==> src/rtl/fir_stereo_mac.sv <==
// Time-multiplexed stereo FIR low-pass: one shared signed multiplier and accumulator, left then right.
// Define FIR_SATURATE_EN to clamp results to 24-bit range; otherwise results wrap.
module fir_stereo_mac #(
    parameter int                  NTAPS  = 8,
    parameter int                  CW     = 16,
    parameter logic [NTAPS*CW-1:0] COEFFS = {8{16'sd4096}}
) (
    input  logic               clk,
    input  logic               reset,
    input  logic               sample_valid,
    input  logic signed [23:0] left_in,
    input  logic signed [23:0] right_in,
    output logic signed [23:0] left_out,
    output logic signed [23:0] right_out,
    output logic               out_valid,
    output logic               busy,
    output logic               overrun
);
    localparam int DW  = 24;
    localparam int LOG = $clog2(NTAPS);
    localparam int PW  = DW + CW;
    localparam int AW  = PW + LOG;
    localparam logic signed [AW-1:0] RND = AW'(16384);
`ifdef FIR_SATURATE_EN
    localparam logic signed [AW-1:0] SAT_MAX = AW'(2**(DW-1) - 1);
    localparam logic signed [AW-1:0] SAT_MIN = -SAT_MAX - AW'(1);
`endif

    typedef enum logic [1:0] {IDLE, MAC_L, MAC_R, DONE} state_t;

    state_t               r_state;
    logic [LOG-1:0]       r_wptr;
    logic [LOG-1:0]       r_k;
    logic signed [DW-1:0] r_hist_l [NTAPS];
    logic signed [DW-1:0] r_hist_r [NTAPS];
    logic signed [AW-1:0] r_acc;
    logic signed [DW-1:0] r_left_res;
    logic signed [DW-1:0] r_right_res;
    logic signed [DW-1:0] r_left_out;
    logic signed [DW-1:0] r_right_out;
    logic                 r_out_valid;
    logic                 r_busy;
    logic                 r_overrun;

    logic [LOG-1:0]       w_idx;
    logic signed [DW-1:0] w_samp;
    logic signed [CW-1:0] w_coef;
    logic signed [PW-1:0] w_prod;
    logic signed [AW-1:0] w_sum;
    logic                 w_last;

    // Round half up, then clamp or wrap to the 24-bit output range.
    function automatic logic signed [DW-1:0] round_sat(input logic signed [AW-1:0] a);
`ifdef FIR_SATURATE_EN
        logic signed [AW-1:0] sh;
        sh = (a + RND) >>> 15;
        if (sh > SAT_MAX) return {1'b0, {(DW-1){1'b1}}};
        if (sh < SAT_MIN) return {1'b1, {(DW-1){1'b0}}};
        return DW'(sh);
`else
        return DW'((a + RND) >>> 15);
`endif
    endfunction

    // Tap k reads the k-th newest sample; the index wraps with the buffer.
    assign w_idx  = r_wptr - r_k;
    assign w_samp = (r_state == MAC_R) ? r_hist_r[w_idx] : r_hist_l[w_idx];
    assign w_coef = COEFFS[r_k*CW +: CW];
    assign w_prod = PW'(w_samp) * PW'(w_coef);
    assign w_sum  = r_acc + AW'(w_prod);
    assign w_last = (r_k == LOG'(NTAPS - 1));

    assign left_out  = r_left_out;
    assign right_out = r_right_out;
    assign out_valid = r_out_valid;
    assign busy      = r_busy;
    assign overrun   = r_overrun;

    // busy stays high through the out_valid cycle, so a new sample needs IDLE and !busy.
    always_ff @(posedge clk) begin
        if (reset) begin
            r_state     <= IDLE;
            r_wptr      <= '0;
            r_k         <= '0;
            r_acc       <= '0;
            r_left_res  <= '0;
            r_right_res <= '0;
            r_left_out  <= '0;
            r_right_out <= '0;
            r_out_valid <= 1'b0;
            r_busy      <= 1'b0;
            r_overrun   <= 1'b0;
            for (int i = 0; i < NTAPS; i++) begin
                r_hist_l[i] <= '0;
                r_hist_r[i] <= '0;
            end
        end else begin
            r_out_valid <= 1'b0;
            if (sample_valid && r_busy) r_overrun <= 1'b1;
            case (r_state)
                IDLE: begin
                    if (r_busy) begin
                        r_busy <= 1'b0;
                    end else if (sample_valid) begin
                        r_hist_l[r_wptr] <= left_in;
                        r_hist_r[r_wptr] <= right_in;
                        r_acc            <= '0;
                        r_k              <= '0;
                        r_busy           <= 1'b1;
                        r_state          <= MAC_L;
                    end
                end
                MAC_L: begin
                    if (w_last) begin
                        r_left_res <= round_sat(w_sum);
                        r_acc      <= '0;
                        r_k        <= '0;
                        r_state    <= MAC_R;
                    end else begin
                        r_acc <= w_sum;
                        r_k   <= r_k + 1'b1;
                    end
                end
                MAC_R: begin
                    if (w_last) begin
                        r_right_res <= round_sat(w_sum);
                        r_acc       <= '0;
                        r_k         <= '0;
                        r_state     <= DONE;
                    end else begin
                        r_acc <= w_sum;
                        r_k   <= r_k + 1'b1;
                    end
                end
                DONE: begin
                    r_left_out  <= r_left_res;
                    r_right_out <= r_right_res;
                    r_out_valid <= 1'b1;
                    r_wptr      <= r_wptr + 1'b1;
                    r_state     <= IDLE;
                end
                default: r_state <= IDLE;
            endcase
        end
    end
endmodule
==> config.mk <==
export PLATFORM = sky130hd
export DESIGN_NAME = fir_stereo_mac
export DESIGN_NICKNAME = d
export VERILOG_FILES = /design/src/rtl/fir_stereo_mac.sv
export SDC_FILE = /design/constraint.sdc
export NUM_CORES = 1
export LEC_CHECK = 0
export ABC_AREA = 1
export CAP_MARGIN = 20
export CORE_MARGIN = 1.5
export CORE_UTILIZATION = 45
export CTS_CLUSTER_DIAMETER = 100
export CTS_CLUSTER_SIZE = 16
export DETAILED_ROUTE_END_ITERATION = 16
export GPL_ROUTABILITY_DRIVEN = 0
export PLACE_DENSITY = 0.74
export SKIP_LAST_GASP = 1
export SYNTH_ARGS = -nofsm -noshare
export SYNTH_HDL_FRONTEND = slang
export SYNTH_SLANG_ARGS = --single-unit
==> constraint.sdc <==
create_clock -name clk -period 5.7 [get_ports clk]
set_input_delay 0.57 -clock clk [delete_from_list [all_inputs] [get_ports clk]]
set_output_delay 0.57 -clock clk [all_outputs]
set_load 0.01 [all_outputs]
-- Word level (Yosys, flattened, before mapping)
Memory sizes are Yosys's and may differ from the RTL's.
Cells that the tools add are included.
- bits in registers: 150
- bits in writable memories: 384
- input port bits: 51
- output and inout bits: 51
- logic and storage cells: 66
- memories: 2
- add/sub/neg operators: 5
- multipliers: 1
- equality and inequality tests: 8
- shift-type cells: 1
- multiplexer cells: 28
- reduce and logical (&&, ||, !) cells: 10
- memory list (memory ; words ; width ; rd ports ; clocked after Yosys merged registers in ; write ports ; line ; text):
    r_hist_l ; 8 ; 24 ; 1 ; 0 ; 8 ; 34 ; logic signed [DW-1:0] r_hist_l [NTAPS];
    r_hist_r ; 8 ; 24 ; 1 ; 0 ; 8 ; 35 ; logic signed [DW-1:0] r_hist_r [NTAPS];
- operator list (cell ; number):
    two-way mux 43 bit ; 3
    indexed part select 128 x 8 -> 16 bit, first input constant ; 1
    one-hot mux 43 bit (2 select lines) ; 1
    two-way mux 24 bit ; 3
    OR reduction 24 bit ; 2
    adder 43 x 40 -> 43 bit ; 1
    multiplier 24 x 16 -> 40 bit ; 1
    adder 39 x 16 -> 39 bit, second input constant ; 1
    two-way mux 3 bit ; 5
    two-way mux 1 bit ; 10
    two-way mux 2 bit ; 4
    inequality test 2 bit, second input constant ; 4
    one-hot mux 2 bit (4 select lines) ; 1
    adder 3 x 1 -> 3 bit, second input constant ; 2
    one-hot mux 3 bit (2 select lines) ; 1
    == test 2 bit, second input constant ; 2
    AND reduction 2 bit ; 2
    AND reduction 4 bit ; 1
    == test 3 bit, second input constant ; 1
    AND reduction 3 bit ; 1
    subtractor 3 bit ; 1
    == test 2 x 1 -> 1 bit, second input constant ; 1
    logical NOT 2 bit ; 1
    nonzero test 2 bit ; 1
    2 further kinds ; 2

-- Logic depth before layout (Yosys ltp)
Gate-level depths: netlist of the first run.
- depth in word-level cells: 7
- mapped depth: 35
- gate-level depth less buffers: 33

-- Least setup slack after synthesis of the first run
No wires, ideal clock.
- path kind: flip-flop to flip-flop
- start point: register r_wptr[0]
- end point: register r_left_res[23]
- setup time: 0.128 ns
- arrival time: 4.979 ns
- data required time: 5.572 ns
- path slack: 0.593 ns
- cell stages (with the launch flop): 32
- buffers on the path: 3
- clock period less this slack: 5.107 ns
- path through: dfxtp_1 -> inv_1 -> ha_1 -> inv_1 -> fa_1 -> inv_2 -> clkbuf_1 -> clkbuf_1 -> buf_1 -> nand2_1 -> nand3_1 -> o211ai_1 -> o31ai_1 -> inv_1 -> ha_1 -> ha_1 -> ha_1 -> inv_1 -> fa_1 -> inv_1 -> ha_1 -> inv_1 -> nor2_2 -> nand3_1 -> nor2_2 -> nand3_2 -> nor2_4 -> nand4_1 -> nor2_1 -> nand3_1 -> nand2_1 -> a21oi_1
- word-level cells in the longest chain between the ends: 6
- elaborated cells on any way between the ends: 7
- classes of those cells: add/sub: 3; mul: 1; mux: 1; memory: 2
- RTL lines (item ; line ; text):
    start: declaration ; 32 ; logic [LOG-1:0] r_wptr;
    start signal: assignment ; 139 ; r_wptr <= r_wptr + 1'b1;
    subtractor 3 bit (*) ; 66 ; assign w_idx = r_wptr - r_k;
    memory read (8 x 24 bit), on equally long branches ; - ;
    two-way mux 24 bit (*) ; 67 ; assign w_samp = (r_state == MAC_R) ? r_hist_r[w_idx] : r_hist_l[w_idx];
    multiplier 24 x 16 -> 40 bit (*) ; 69 ; assign w_prod = PW'(w_samp) * PW'(w_coef);
    adder 43 x 40 -> 43 bit (*) ; 70 ; assign w_sum = r_acc + AW'(w_prod);
    adder 39 x 16 -> 39 bit (*) ; 61 ; return DW'((a + RND) >>> 15);
    end signal: assignment ; 115 ; r_left_res <= round_sat(w_sum);
    end: declaration ; 37 ; logic signed [DW-1:0] r_left_res;
Mark *: on every way between the ends. The rest lies on a longest branch, timed or not.
A chain may end at the register's enable or synchronous reset.

-- Final worst setup path of the first run
Ends and elaborated chain as after synthesis.

==> flow_summary.json, run 1 <==
{
  "synth_common_cells": "607 x nor2_1, 384 x edfxtp_1, 345 x inv_1",
  "nNetsFinal": 2975,
  "synth_area_mm2": 0.0254,
  "fillers": 4931,
  "root_buffer": "clkbuf_16",
  "cts_tree": "yes",
  "dpl.hpwl_um": 41900,
  "sequentialPowerShare_pct": 30.6,
  "cp_data_arrival_time_ps": 5840,
  "ys_async_sr_fraction_pct": 0,
  "critPathTopFamily": "adder cells",
  "finalNonFillerCells": 3602,
  "max_cap_viol_count": 0,
  "swShare_pct": 44.2,
  "start_util_pct": 45.8,
  "peakVddDrop_mv": 0.292,
  "max_clock_freq_ghz": 0.185,
  "final.setup.tns_ps": 0,
  "cts.sinks": 518,
  "worst_pin_slew_ps": 1110,
  "drt-total-wl_um": 67700,
  "ys_ff_latch": 518,
  "p_per_area_mw_per_mm2": 518,
  "area_growth_pct": 13.0,
  "via_per_inst": 5.45,
  "yosys.area.top_type_share_pct": 45.5,
  "die-width_um": 240,
  "clock_latency_ps": 590,
  "drt_iter0_markers": 1833,
  "intPower_mw": 8.28,
  "placed_cells": 3537,
  "fin_worst_skew_ps": 40.2,
  "cpMaxStageDelayCell": "fa_2",
  "dieArea_mm2": 0.0578,
  "grt-ovfl-total": 0,
  "maxSlewHeadroom_pct": 25.4,
  "setup_viol": 0,
  "first_global_vias": 19100,
  "cp-end-kind": "register",
  "synth_top_area_cell": "edfxtp_1",
  "synth_edf_count": 384,
  "syn-num-nets": 2916,
  "coreArea_mm2": 0.0554,
  "dpl_worst_slack_ps": 40.9,
  "cts_buffers": 39,
  "ys_warn_count": 0,
  "fp-row-count": 86,
  "firstDrtPassIters": 5,
  "stdcell_area_mm2": 0.0287,
  "cts_buffer_depth": 3,
  "critPathMaxStageDelay_ps": 500,
  "cp-start-kind": "register",
  "num_io_pins": 102,
  "final_layout_size_suffix_gt1_share_pct": 8.13,
  "min_period_ps": 5400,
  "die_h_um": 240,
  "cp_common_cell": "nand2_1",
  "avgSynthCellArea_um2": 9.13,
  "ys.flop_type": "edfxtp_1",
  "grt_usage_pct": 23.4,
  "drv_slew": 0,
  "switching_power_mw": 6.57,
  "power_frac_comb_pct": 51.9,
  "p_clk_share_pct": 17.5,
  "postLayoutSetupSlackWorst_ps": 303,
  "status": "finished, final reports clean",
  "synthCells": 2778,
  "synthTopCellsByArea": "edfxtp_1 45%, dfxtp_1 11%, nor2_1 9.0%",
  "n_antenna_cell": 0,
  "rsz0062_at_grt": "yes",
  "clkTransAtPathRegs_ps": 70,
  "crit_fanout": 36,
  "ys_types": 41,
  "placed_area_mm2": 0.0273,
  "routedWlPerCell_um": 18.8,
  "vias": 19600,
  "ant_nets": 0,
  "io_buffer_count": 101,
  "critical_path_class": "register to register",
  "antenna_found_initial": 0,
  "finalHoldViolCount": 0,
  "worstHoldPathType": "register to register",
  "yosysMostFrequentCell": "nor2_1",
  "power.leakage_nw": 12.7,
  "h-tree-depth": 2,
  "grt_max_degree": 70,
  "worstPathRequired_ps": 6140,
  "min_period_over_period_pct": 94.7,
  "grt_first_pass_wirelength_um": 104000,
  "yosysSeqAreaShare_pct": 56.1,
  "drc_errors": 0,
  "crit_buf_inv": 7
}
[timing repair]
| item | in CTS | in global routing |
|---|---|---|
| endpoints found under the setup margin | 0 | 32 |
| resized for setup | 0 | 26 |
| hold buffers | 0 | 0 |
| buffers inserted | 0 | 4 |
[per-stage QoR]
stage	hold slack, ps	utilization, %	power, mW
finish	466	51.7	14.9
global route	487	51.7	15.8
CTS	473	51.3	14.5
detailed placement	454	49.3	12.0
global placement	454	49.3	11.8
floorplan	450	-	9.58
[power by group through the flow]
| stage | combinational (mW) | clock [mW] | sequential (mW) |
|---|---|---|---|
| 3_3_place_gp | 7.20 | 0 | 4.61 |
| 3_5_place_dp | 7.33 | 0 | 4.62 |
| 5_1_grt | 8.51 | 2.76 | 4.57 |
| 4_1_cts | 7.37 | 2.63 | 4.54 |
| 2_1_floorplan | 4.95 | 0 | 4.63 |
| 6_report | 7.70 | 2.61 | 4.54 |
[worst reg2reg max path, delay by kind of cell (launching register included)]
family	cells	cell delay, ps
adder cells (fa/ha/maj)	5	1560
flip-flops	1	390
buffers and inverters	7	860
AO/OA/AOI/OAI	7	1030
AND/OR/NAND/NOR	11	1410
[logic make-up after synthesis]
| logic type | share of synthesized area (%) |
|---|---|
| buffers and inverters | 7.64 |
| AOI/OAI and AO/OA | 10.6 |
| muxes | 3.18 |
| and+or+nand+nor | 17.6 |
| DFF | 56.1 |
| adders and majority gates | 4.35 |
| xor gates and xnor gates | 0.553 |
[routing by layer]
metal  track usage [%]  part of all wire [%]  vias to the layer above
met1              30.0                    40                     9347
met5                 0                     0                        -
li1                  -                     -                     9288
met2              39.9                    49                      859
met4              9.59                   4.0                        0
met3              2.88                   7.5                      150
[path summary, 6_finish.rpt]
kind                                from                     endpoint  slack (ps)  cells after the start
setup reg to reg  r_wptr[0]$_SDFFE_PP0P_  r_left_res[23]$_SDFFE_PP0P_         300                     30
hold / removal      overrun$_SDFFE_PP0P_         overrun$_SDFFE_PP0P_         470                      2
setup / recovery  r_wptr[0]$_SDFFE_PP0P_  r_left_res[23]$_SDFFE_PP0P_         300                     30
hold reg to reg     overrun$_SDFFE_PP0P_         overrun$_SDFFE_PP0P_         470                      2
[area by class of cell]
cell class / count / area [um^2] / area share, %
clock buffer: 52 / 1020 / 3.58
clock inverter: 6 / 88.8 / 0.310
tap: 748 / 936 / 3.27
timing repair inverter: 1 / 8.76 / 0.0306
timing repair buffer: 164 / 1680 / 5.85
inverter: 355 / 1350 / 4.69
sequential: 518 / 14200 / 49.6
multi-input combinational: 1758 / 9360 / 32.7
[layout by cell type (no fill, tap or decap), types with 20 or more instances in the layout]
master / instances
a211oi_1: 27
a21oi_1: 159
and3_1: 20
buf_4: 49
clkbuf_16: 40
clkdlybuf4s50_1: 100
dfxtp_1: 133
edfxtp_1: 384
ha_1: 83
inv_1: 341
mux2_2: 29
mux2i_1: 48
nand2_1: 308
nand2_2: 38
nand3_1: 64
nor2_1: 604
o211ai_1: 33
o21ai_0: 224
[sequential cells by signal (all words and copies together), names as in the netlist]
register,count
r_k,3
r_acc,27
left_out,24
r_left_res,24
out_valid,1
right_out,24
r_wptr,3
busy,1
overrun,1
r_hist_r,192
r_hist_l,192
r_state,2
r_right_res,24
No activity file was read; power rests on OpenSTA's default activity.
==> run 2, diff against run 1 <==
--- a/config.mk
+++ b/config.mk
@@ -13,7 +13,6 @@
 export CTS_CLUSTER_SIZE = 16
 export DETAILED_ROUTE_END_ITERATION = 16
 export GPL_ROUTABILITY_DRIVEN = 0
-export PLACE_DENSITY = 0.74
 export SKIP_LAST_GASP = 1
 export SYNTH_ARGS = -nofsm -noshare
 export SYNTH_HDL_FRONTEND = slang
==> constraint.sdc (replaced) <==
create_clock -name clk -period 5.1 [get_ports clk]
set_input_delay 0.765 -clock clk [delete_from_list [all_inputs] [get_ports clk]]
set_output_delay 0.765 -clock clk [all_outputs]
set_load 0.01 [all_outputs]
==> run 2 against run 1 <==
Net effect:
- critical path depth unchanged
- final cell count up 4.3%
- register-to-register slack worse by 200 ps
- hold slack better by 11 ps
- utilization up 4.7 points
- critical endpoint is now r_right_res[14]$_SDFFE_PP0P_
- flip-flop and latch count unchanged
- count of clock-buffer cells in the layout up 9
- critical path type unchanged
- clock power up 16%
- via count up 1.8%
- sequential share of layout area down 4.2 points
==> flow_summary.json, run 2 (synthesized netlist as in run 1, its figures left out) <==
{
  "rsz0062_at_grt": "yes",
  "min_period_ps": 5000,
  "postLayoutCoreUtil_pct": 56.4,
  "drt_iter0_markers": 1663,
  "drv_slew": 0,
  "via_per_inst": 5.32,
  "max_clock_freq_ghz": 0.200,
  "area_growth_pct": 23.3,
  "critPathTopFamily": "adder cells",
  "firstDrtPassIters": 6,
  "status": "finished, final reports clean",
  "cts_tree": "yes",
  "cts_buffers": 38,
  "root_buffer": "clkbuf_16",
  "ant_nets": 0,
  "die_h_um": 240,
  "vias": 20000,
  "routedWlPerCell_um": 19.7,
  "clock_latency_ps": 580,
  "grt_max_degree": 86,
  "fin_worst_skew_ps": 21.9,
  "antenna_found_initial": 0,
  "worst_pin_slew_ps": 1030,
  "grt_util_met2_pct": 41.5,
  "io_buffer_count": 101,
  "reg_top3": "r_hist_l x192, r_hist_r x192, r_acc x27",
  "clkTransAtPathRegs_ps": 80,
  "cp-start-kind": "register",
  "finalHoldViolCount": 0,
  "worstHoldPathType": "register to register",
  "die-width_um": 240,
  "fillers": 4837,
  "p_per_area_mw_per_mm2": 684,
  "dpl.hpwl_um": 45000,
  "power.leakage_nw": 13.5,
  "grt-ovfl-total": 0,
  "nNetsFinal": 3123,
  "start_util_pct": 45.8,
  "drc_errors": 0,
  "gr-max-usage-layer": "met2",
  "cts.sinks": 518,
  "first_global_vias": 19500,
  "h-tree-depth": 2,
  "cp_data_arrival_time_ps": 5460,
  "fp-row-count": 86,
  "drt-total-wl_um": 74100,
  "crit_buf_inv": 9,
  "dieArea_mm2": 0.0578,
  "final_layout_size_suffix_gt1_share_pct": 19.6,
  "grtUsageMet3_pct": 3.23,
  "final_common_cell": "nor2_1",
  "ff2ff_setup_slack_ps": 100,
  "cts_buffer_depth": 3,
  "critPathMaxStageDelay_ps": 630,
  "cp-end-kind": "register",
  "n_antenna_cell": 0,
  "crit_fanout": 4,
  "critical_path_class": "register to register",
  "final_cell_mix": "577 x nor2_1, 384 x edfxtp_1, 323 x inv_1",
  "hold_buffers": 0,
  "holdWs_ps": 477,
  "worstPathRequired_ps": 5570,
  "grt_usage_pct": 25.1,
  "coreArea_mm2": 0.0554,
  "num_io_pins": 102,
  "final.setup.tns_ps": 0,
  "setup_viol": 0,
  "use_met1_pct": 33.7,
  "min_period_over_period_pct": 98.0,
  "max_cap_viol_count": 0,
  "grt_first_pass_wirelength_um": 111000,
  "maxSlewHeadroom_pct": 30.6,
  "cpMaxStageDelayCell": "fa_2",
  "peakVddDrop_mv": 0.497
}
==> run 2: changes by cell type in the layout (fill, tap and decap cells not counted), moves of 23 or more <==
cell,change
buf_4,+138
o21ai_0,-23
ha_4,+58
nand2_1,-52
nand2_2,+38
ha_1,-58
nor2_1,-27
==> run 2: area by class of cell <==
cell class / count / area [um^2] / area share (%)
flip-flops and latches: 518 / 14200 / 45.5
multi-input cells: 1758 / 10700 / 34.4
repair buffers: 313 / 2870 / 9.17
inverters: 355 / 1340 / 4.28
clock buffers: 61 / 1070 / 3.42
well taps: 748 / 936 / 2.99
clock inverters: 4 / 92.6 / 0.296
repair inverters: 1 / 8.76 / 0.0280
==> run 2: per-stage QoR <==
| stage | cell area [um^2] | power, mW | std cells | setup WS [ps] |
|---|---|---|---|---|
| after floorplan | 25400 | 10.7 | 2778 | 65.9 |
| after global placement | 28300 | 15.1 | 3656 | -162 |
| after detailed placement | 28300 | 15.2 | 3656 | -212 |
| after CTS | 29600 | 18.5 | 3728 | 0.483 |
| after global routing | 31300 | 22.6 | 3758 | -124 |
| final | 31300 | 21.4 | 3758 | 102 |
==> run 2: timing repair <==
item | CTS | global route
gates cloned | 1 | 3
gates resized for setup | 44 | 274
setup endpoints to repair | 31 | 44
setup buffers | 6 | 30
pin swaps | 15 | 69
==> run 2: routing by layer <==
layer | up-vias | share of wire [%] | routed length [um]
li1 | 9602 | - | -
met1 | 9709 | 44 | 32300
met2 | 561 | 47 | 35100
met3 | 127 | 5.1 | 3790
met4 | 0 | 3.8 | 2850
met5 | - | 0 | 0
==> run 2: worst register-to-register path, delay by kind of cell, from the launching register on <==
family | cells | cell delay, ps
AO/OA/AOI/OAI | 4 | 570
XOR/XNOR | 1 | 200
adder cells (fa/ha/maj) | 6 | 1830
buffers and inverters | 9 | 860
flip-flops | 1 | 330
AND/OR/NAND/NOR | 10 | 1120
==> run 2: power by group <==
part           switching (mW)  leakage [nW]  internal, mW
Sequential              0.151          5.06          4.94
Combinational            7.45          7.87          5.82
Clock                    1.49         0.555          1.55
==> run 2: final timing paths <==
kind	start	end	cells after the start
hold / removal	r_acc[33]$_SDFFE_PP0P_	r_acc[33]$_SDFFE_PP0P_	2
setup reg to reg	r_wptr[0]$_SDFFE_PP0P_	r_right_res[14]$_SDFFE_PP0P_	30
setup / recovery	r_wptr[0]$_SDFFE_PP0P_	r_right_res[14]$_SDFFE_PP0P_	30
hold reg to reg	r_acc[33]$_SDFFE_PP0P_	r_acc[33]$_SDFFE_PP0P_	2
==> run 3, diff against run 2 <==
--- a/config.mk
+++ b/config.mk
@@ -7,6 +7,7 @@
 export LEC_CHECK = 0
 export ABC_AREA = 1
 export CAP_MARGIN = 20
+export CORE_ASPECT_RATIO = 0.8
 export CORE_MARGIN = 1.5
 export CORE_UTILIZATION = 45
 export CTS_CLUSTER_DIAMETER = 100
==> constraint.sdc (replaced) <==
create_clock -name clk -period 4 [get_ports clk]
set_input_delay 0.6 -clock clk [delete_from_list [all_inputs] [get_ports clk]]
set_output_delay 0.6 -clock clk [all_outputs]
set_load 0.01 [all_outputs]
==> run 3 against run 2 <==
Net effect:
- the run now ends with setup timing left
- via count rose by 2.7%
- sequential power rose by 27%
- critical path type unchanged
- die area hardly changed
- critical endpoint is now r_right_res[23]$_SDFFE_PP0P_
- clock skew increased by 7.2 ps
- combinational power grew 33%
- count of clock-buffer cells in the layout shrank 7
==> flow_summary.json, run 3 (synthesized netlist as in run 1, its figures left out) <==
{
  "grt_usage_pct": 25.5,
  "highest_layer": "met5",
  "area_growth_pct": 26.2,
  "start_util_pct": 45.7,
  "cts_tree": "yes",
  "maxSlewHeadroom_pct": 43.7,
  "drv_slew": 0,
  "power.leakage_nw": 13.8,
  "status": "complete, but fails checks",
  "ff2ff_setup_slack_ps": -990,
  "peakVddDrop_mv": 0.487,
  "min_period_ps": 4990,
  "io_buffer_count": 101,
  "violations": "setup timing",
  "die-width_um": 268,
  "grt-ovfl-total": 0,
  "fillers": 4774,
  "clkTransAtPathRegs_ps": 80,
  "worst_pin_slew_ps": 845,
  "max_cap_viol_count": 0,
  "cp-end-kind": "register",
  "cpMaxStageDelayCell": "fa_2",
  "hold_depth": 2,
  "reg_top3": "r_hist_l x192, r_hist_r x192, r_acc x27",
  "dieArea_mm2": 0.0578,
  "reg2reg_depth": 32,
  "postLayoutCoreUtil_pct": 57.7,
  "coreArea_mm2": 0.0555,
  "dpl.hpwl_um": 48700,
  "via_per_inst": 5.39,
  "clock_latency_ps": 590,
  "critPathMaxStageDelay_ps": 550,
  "drt-total-wl_um": 76600,
  "num_io_pins": 102,
  "r2r-end": "r_right_res[23]$_SDFFE_PP0P_",
  "rsz0062_at_grt": "yes",
  "crit_fanout": 5,
  "setup_viol": 71,
  "regToRegStartpoint": "r_wptr[0]$_SDFFE_PP0P_",
  "critical_path_class": "register to register",
  "final_common_cell": "nor2_1",
  "antenna_found_initial": 2,
  "worstHoldPathType": "register to register",
  "die_h_um": 215,
  "grt_max_degree": 86,
  "cp-start-kind": "register",
  "total_power_mw": 27.9,
  "hold_buffers": 0,
  "p_per_area_mw_per_mm2": 872,
  "hold_start": "r_acc[37]$_SDFFE_PP0P_",
  "drt_iter0_markers": 1858,
  "cts.sinks": 518,
  "nNetsFinal": 3185,
  "first_global_vias": 19500,
  "final_layout_size_suffix_gt1_share_pct": 21.9,
  "fp-row-count": 77,
  "firstDrtPassIters": 6,
  "cts_buffer_depth": 3,
  "drc_errors": 0,
  "max_clock_freq_ghz": 0.201,
  "multi_input_area_mm2": 0.0109,
  "m1WireLength_um": 34500,
  "n_antenna_cell": 0,
  "final_cell_mix": "579 x nor2_1, 384 x edfxtp_1, 321 x inv_1",
  "root_buffer": "clkbuf_16",
  "cts_buffers": 38,
  "cp_common_cell": "nand2_2",
  "vias": 20500,
  "wl_met3_um": 5460,
  "worstPathRequired_ps": 4450,
  "fin_worst_skew_ps": 29.1,
  "seq_area_mm2": 0.0142,
  "placed_area_mm2": 0.0290,
  "crit_path_start": "r_wptr[0]$_SDFFE_PP0P_",
  "h-tree-depth": 2,
  "min_period_over_period_pct": 125,
  "stdcell_area_mm2": 0.0320,
  "min_to": "r_acc[37]$_SDFFE_PP0P_",
  "wl_met2_um": 35200,
  "routedWlPerCell_um": 20.1,
  "ant_nets": 0,
  "cp_data_arrival_time_ps": 5440,
  "finalHoldViolCount": 0,
  "grt_first_pass_wirelength_um": 113000,
  "postLayoutSetupSlackWorst_ps": -986
}
## run 3: worst max-delay path by stage
stage / depth (start not counted) / endpoint / slack [ps]
6_report: 32 / r_right_res[23]$_SDFFE_PP0P_ / -990
2_1_floorplan: 31 / r_left_res[23]$_SDFFE_PP0P_ / -640
3_5_place_dp: 31 / r_right_res[23]$_SDFFE_PP0P_ / -1090
3_3_place_gp: 30 / r_right_res[23]$_SDFFE_PP0P_ / -1060
5_1_grt: 31 / r_right_res[23]$_SDFFE_PP0P_ / -1200
4_1_cts: 28 / r_left_res[23]$_SDFFE_PP0P_ / -980
## run 3: through the flow
step | setup slack, ps | TNS (ps) | cells | hold WS [ps]
2_1_floorplan | -643 | -16390 | 2778 | 450
3_3_place_gp | -1060 | -51840 | 3729 | 456
3_5_place_dp | -1090 | -55140 | 3729 | 464
4_1_cts | -979 | -48170 | 3787 | 476
5_1_grt | -1200 | -60680 | 3815 | 514
6_report | -986 | -46550 | 3815 | 474
## run 3: timing repair
action,4_1_cts,5_1_grt
pin swaps,5,94
buffers inserted,0,25
gates resized for setup,24,315
gates cloned,0,5
setup endpoints to repair,72,72
## run 3: routing by layer
layer / vias to the layer above / track usage, %
met3: 95 / 5.59
met2: 636 / 39.1
met5: - / 0
met1: 10100 / 36.9
li1: 9738 / -
met4: 4 / 5.97
## run 3: layout make-up
class	count	area share, %
repair inverters	2	0.0782
flip-flops and latches	518	44.4
multi-input cells	1758	34.0
well taps	750	2.93
inverters	355	4.23
clock buffers	54	3.16
clock inverters	4	0.141
repair buffers	374	11.0
## run 3: critical path, delay by kind of cell, from the launching register on
kind / cells / cell delay, ps
flops: 1 / 330
compound gates: 5 / 490
buf+inv: 8 / 690
simple gates: 13 / 1500
fa+ha+maj: 6 / 1830
## run 3: power by group
part | internal, mW | total (mW) | switching, mW
Clock | 1.77 | 3.67 | 1.90
Sequential | 6.29 | 6.48 | 0.185
Combinational | 7.93 | 17.7 | 9.82
Total | 16.0 | 27.9 | 11.9
